$ cat config.mk
export PLATFORM = sky130hd
export DESIGN_NAME = led_sweeper_flat
export DESIGN_NICKNAME = d
export VERILOG_FILES = /design/src/rtl/led_sweeper_if.sv /design/src/rtl/led_sweeper.sv /design/src/flat_wrapper.sv
export SDC_FILE = /design/constraint.sdc
export NUM_CORES = 1
export LEC_CHECK = 0
export ABC_AREA = 0
export CAP_MARGIN = 20
export CORE_MARGIN = 4
export CORE_UTILIZATION = 41
export CTS_CLUSTER_SIZE = 25
export DETAILED_ROUTE_END_ITERATION = 10
export PLACE_DENSITY = 0.78
export SLEW_MARGIN = 10
export SYNTH_ARGS = -nofsm -noshare
export SYNTH_HDL_FRONTEND = slang
export SYNTH_SLANG_ARGS = --single-unit
$ cat constraint.sdc
create_clock -name clk -period 2.1 [get_ports clk]
set_clock_uncertainty 0.2 [all_clocks]
set_input_delay 0.42 -clock clk [delete_from_list [all_inputs] [get_ports clk]]
set_output_delay 0.42 -clock clk [all_outputs]
set_load 0.02 [all_outputs]
$ cat src/rtl/led_sweeper_if.sv
// led_sweeper_if: control inputs and LED/position outputs of the LED sweeper
interface led_sweeper_if #(
    parameter int WIDTH = 16
) ();
    localparam int PW = $clog2(WIDTH);
    logic en;
    logic m_tick;
    logic [1:0] mode;
    logic load;
    logic [PW-1:0] load_pos;
    logic [WIDTH-1:0] out;
    logic [PW-1:0] pos;
    logic dir;
    logic sweep_done;
    modport master (
        output en, m_tick, mode, load, load_pos,
        input  out, pos, dir, sweep_done
    );
    modport slave (
        input  en, m_tick, mode, load, load_pos,
        output out, pos, dir, sweep_done
    );
endinterface

$ cat src/rtl/led_sweeper.sv
// led_sweeper: one-lit LED sweep with bounce/rotate/hold modes and a cycle-completion pulse
// Defining LED_SWEEPER_TRAIL_EN adds a registered prev_pos that lights a trailing LED
module led_sweeper #(
    parameter int WIDTH = 16
) (
    input  logic clk,
    input  logic reset,
    led_sweeper_if.slave bus
);
    localparam int PW = $clog2(WIDTH);
    localparam logic [PW-1:0] LAST = PW'(WIDTH - 1);
    logic [PW-1:0] pos, pos_n, load_val, step_pos;
    logic dir, dir_n, done, done_n, step, up;
    assign load_val = bus.load_pos > LAST ? LAST : bus.load_pos;
    assign step = bus.en && bus.m_tick && !bus.load && bus.mode != 2'b11;
    // bounce direction for this step: turn around at either end without dwelling
    assign up = dir ? pos == '0 : pos != LAST;
    always_comb begin
        step_pos = bus.mode == 2'b00 ? (up ? pos + PW'(1) : pos - PW'(1)) :
                   bus.mode == 2'b01 ? (pos == LAST ? '0 : pos + PW'(1)) :
                   (pos == '0 ? LAST : pos - PW'(1));
        pos_n = bus.load ? load_val : step ? step_pos : pos;
        dir_n = bus.load ? 1'b0 : step ? (bus.mode == 2'b00 ? !up : bus.mode == 2'b10) : dir;
        done_n = step && (bus.mode == 2'b00 ? pos == PW'(1) && !up :
                          bus.mode == 2'b01 ? pos == LAST : pos == '0);
    end
    always_ff @(posedge clk) begin
        if (reset) begin
            pos  <= '0;
            dir  <= 1'b0;
            done <= 1'b0;
        end else begin
            pos  <= pos_n;
            dir  <= dir_n;
            done <= done_n;
        end
    end
    assign bus.pos = pos;
    assign bus.dir = dir;
    assign bus.sweep_done = done;
`ifdef LED_SWEEPER_TRAIL_EN
    logic [PW-1:0] prev_pos;
    always_ff @(posedge clk) begin
        if (reset) prev_pos <= '0;
        else if (bus.load) prev_pos <= load_val;
        else if (step) prev_pos <= pos;
    end
    assign bus.out = (WIDTH'(1) << pos) | (WIDTH'(1) << prev_pos);
`else
    assign bus.out = WIDTH'(1) << pos;
`endif
endmodule
$ cat src/flat_wrapper.sv
// flat-port wrapper written by rule: the top's interface ports become plain ports
module led_sweeper_flat 
#(
    parameter int WIDTH = 16
)
  (clk, reset, bus_en, bus_m_tick, bus_mode, bus_load, bus_load_pos, bus_out, bus_pos, bus_dir, bus_sweep_done);
  led_sweeper_if #(.WIDTH(WIDTH)) bus_i ();
  input  logic clk;
  input  logic reset;
  input wire logic [$bits(bus_i.en)-1:0] bus_en;
  input wire logic [$bits(bus_i.m_tick)-1:0] bus_m_tick;
  input wire logic [$bits(bus_i.mode)-1:0] bus_mode;
  input wire logic [$bits(bus_i.load)-1:0] bus_load;
  input wire logic [$bits(bus_i.load_pos)-1:0] bus_load_pos;
  output wire logic [$bits(bus_i.out)-1:0] bus_out;
  output wire logic [$bits(bus_i.pos)-1:0] bus_pos;
  output wire logic [$bits(bus_i.dir)-1:0] bus_dir;
  output wire logic [$bits(bus_i.sweep_done)-1:0] bus_sweep_done;
  assign bus_i.en = bus_en;
  assign bus_i.m_tick = bus_m_tick;
  assign bus_i.mode = bus_mode;
  assign bus_i.load = bus_load;
  assign bus_i.load_pos = bus_load_pos;
  assign bus_out = bus_i.out;
  assign bus_pos = bus_i.pos;
  assign bus_dir = bus_i.dir;
  assign bus_sweep_done = bus_i.sweep_done;
  led_sweeper #(.WIDTH(WIDTH)) u_core (.clk(clk), .reset(reset), .bus(bus_i));
endmodule
==> results.md <==
- Status: finished clean
- # rows: 15
- Busiest grt layer: met2
- GR Overflow Total: 0
- Number of cells on the critical path: 7
- Seq cells post-synth: 6
- Clock transition at path regs: 0.05 ns
- Crit. End Element: register
- Final Hold Viols: 0
- Setup CP Type: reg -> reg
- R2R setup slack: 0.02 ns
- Initial antenna violation count: 0
- Syn Std Cell Area: 758 µm²
- Ys async rst share: 0%
- R2R Path End: u_core.bus.pos[1]
- Setup bufs post-CTS: 0
- Worst setup path start: u_core.bus.pos[0]
- CTS HTree Levels: 1
- F_max: 0.481 GHz
- CP max FO: 4
- WL per Instance: 14.4 µm
- Pwr per Cell Area: 401 nW/µm²
- Initial DRC Count: 16
- Dpl ws: -0.127 ns
- Slowest cell on crit path: dfxtp_2
- I/O pin cnt: 33
- Mean post-synth cell area: 7.51 µm²
- Post-DP HPWL: 2000 µm
- Sequential area share after synthesis: 15.8%
- Hold WS: 0.392 ns
- FF-to-FF path depth: 7
- Slew headroom: 77.7%
- Antenna-violating nets left: 0
- Chip width: 51.0 µm
- DIE AREA: 2600 µm²
- Cell taking the most area after synthesis: dfxtp_1
- CTS Sinks: 6
- Final GP Congestion: 0.936
- CP endpoint: u_core.bus.pos[1]
- Worst endpoint required time: 2.07 ns
- Slew @ Worst Pin: 0.326 ns
- Slew Limit Fails: 0
- Beginning of the worst register-to-register path: u_core.bus.pos[0]
- Worst path bufs/invs: 2
- Synth Instances: 101
- Final worst-path cycle share: 99.1%
- Synth-to-Final Area Change: 67.7%
- Drt first pass iters: 4
- Lkg Pwr: 0.000628 µW
- CTS tree: built
- CP arrival: 2.05 ns
- Top delay family on crit path: compound AO/OA/AOI/OAI gates
- Synth warn: 0
- Via count: 997
- Post-synth EDFFs: 0
- Routed WL: 2570 µm
- GR Util met1: 24.2%
- Tmin final: 2.08 ns
- VDD IR max: 0.330 mV
- Crit-path cells: ha_1 -> buf_4 -> a21o_1 -> a32o_2 -> buf_4 -> o311a_1 -> o22ai_1
- Syn_nets: 119
- GR Util met2: 35.8%
- Core area: 1750 µm²
- Total negative slack: 0 ns
- Commonest non-fill, non-tap cells in the layout: buf_4 (23), clkdlybuf4s50_1 (15), and2_1 (10)
- Cell with the most instances on the worst path: buf_4
- Max-Cap Viols: 0
- CP max stage delay: 0.35 ns
- Final setup viols: 0
- Library cells used by synthesis: 43
- Via density: 5.57
- M3 GR Usage: 4.37%
- Commonest non-fill, non-tap cell in the layout: buf_4
- CTS Root Buffer Type: clkbuf_4
- Diode count: 0
- Largest net degree at the start of global routing: 13
- GRT Overall Usage: 20.6%
- First-pass GRT wire length: 4100 µm
- Area contributors post-synth: dfxtp_1 (16%), ha_1 (12%), and2_1 (8.3%), a21oi_1 (4.6%), inv_1 (4.0%)
- Initial core utilization: 43.4%
- HP Class: reg -> reg
- Setup ws final: 0.0188 ns
- # DRC: 0
- Clock Latency Late Sink: 0.25 ns
- TritonCTS Buffers: 3
- Vias in the first global route: 937
- Ys flop type: dfxtp_1
- Layout cell share with drive strength beyond 1: 32.5%
- Port Buffers: 32
- Die H: 51.0 µm
- Area share of the largest cell type after synthesis: 15.8%
- CTS Buffer Depth: 2
- Startpoint types: register
- Unrepaired setup endpoints after global routing: yes
- Nets: 174
==> worst min path at each step <==
stage                   start                end  slack, ns  cells after the start
2_1_floorplan           reset  u_core.bus.pos[0]       0.29                      1
3_3_place_gp   u_core.bus.dir     u_core.bus.dir       0.37                      2
3_5_place_dp   u_core.bus.dir     u_core.bus.dir       0.38                      2
4_1_cts        u_core.bus.dir     u_core.bus.dir       0.38                      2
5_1_grt        u_core.bus.dir     u_core.bus.dir       0.44                      2
6_report       u_core.bus.dir     u_core.bus.dir       0.39                      2
==> logic make-up after synthesis <==
kind of cell / Yosys count / share of synthesized area (%)
xor+xnor: 1 / 1.16
fa+ha+maj: 7 / 11.6
compound gates: 31 / 30.4
flops: 6 / 15.8
buf+inv: 13 / 6.60
simple gates: 43 / 34.5
==> flip-flops by register name, summed over array words and instances, names as in the netlist <==
signal	cells
u_core.bus.sweep_done	1
u_core.bus.dir	1
u_core.bus.pos	4
==> synthesized netlist by cell type, types with 2 or more instances <==
master and number:
ha_1 7, nand2_1 8, nor3_1 2, a31oi_1 2, nor2b_1 4, a21o_1 2
and2_1 10, a21oi_1 7, and3_2 2, clkbuf_1 4, a211oi_1 2, o311a_1 2
and3_1 4, dfxtp_1 6, nor2_1 2, o22ai_1 2, o32ai_1 2, inv_1 8
==> worst reg2reg max path: cells and delay by family (launching register included) <==
kind / cells / cell delay (ns)
DFF: 1 / 0.35
adders and majority gates: 1 / 0.24
AOI/OAI and AO/OA: 4 / 0.93
buffers and inverters: 2 / 0.29
==> metrics by stage <==
stage,instances,utilization (%),power (µW),area [µm²]
floorplan,101,-,263,758
CTS,179,73.0,501,1270
global placement,176,72.3,392,1260
global route,179,72.8,543,1270
finish,179,72.8,509,1270
detailed placement,176,72.3,398,1260
==> final cells by class <==
class                           count  area [µm²]
Multi-Input combinational cell     82         616
Fill cell                         152         474
Clock buffer                        3        22.5
Timing Repair Buffer               55         448
Sequential cell                     6         124
Inverter                            8        30.0
Tap cell                           25        31.3
==> layer usage <==
layer  vias to the layer above  part of all wire [%]
met5                         -                     0
met4                         0                  0.31
met3                         2                   6.4
met2                        38                    52
met1                       470                    42
li1                        487                     -
==> power by group <==
group	total [µW]	leakage, µW	internal (µW)	switching (µW)
sequential	137	0.0000503	123	14.2
clock	110	0.0000138	64.9	45.0
combinational	263	0.000563	130	133
==> repair_timing <==
action,4_1_cts,5_1_grt
setup endpoints to repair,19,17
hold buffers,0,0
pin swaps,0,2
resized for setup,23,21
Note: power is estimated with default switching activity, not from simulation.
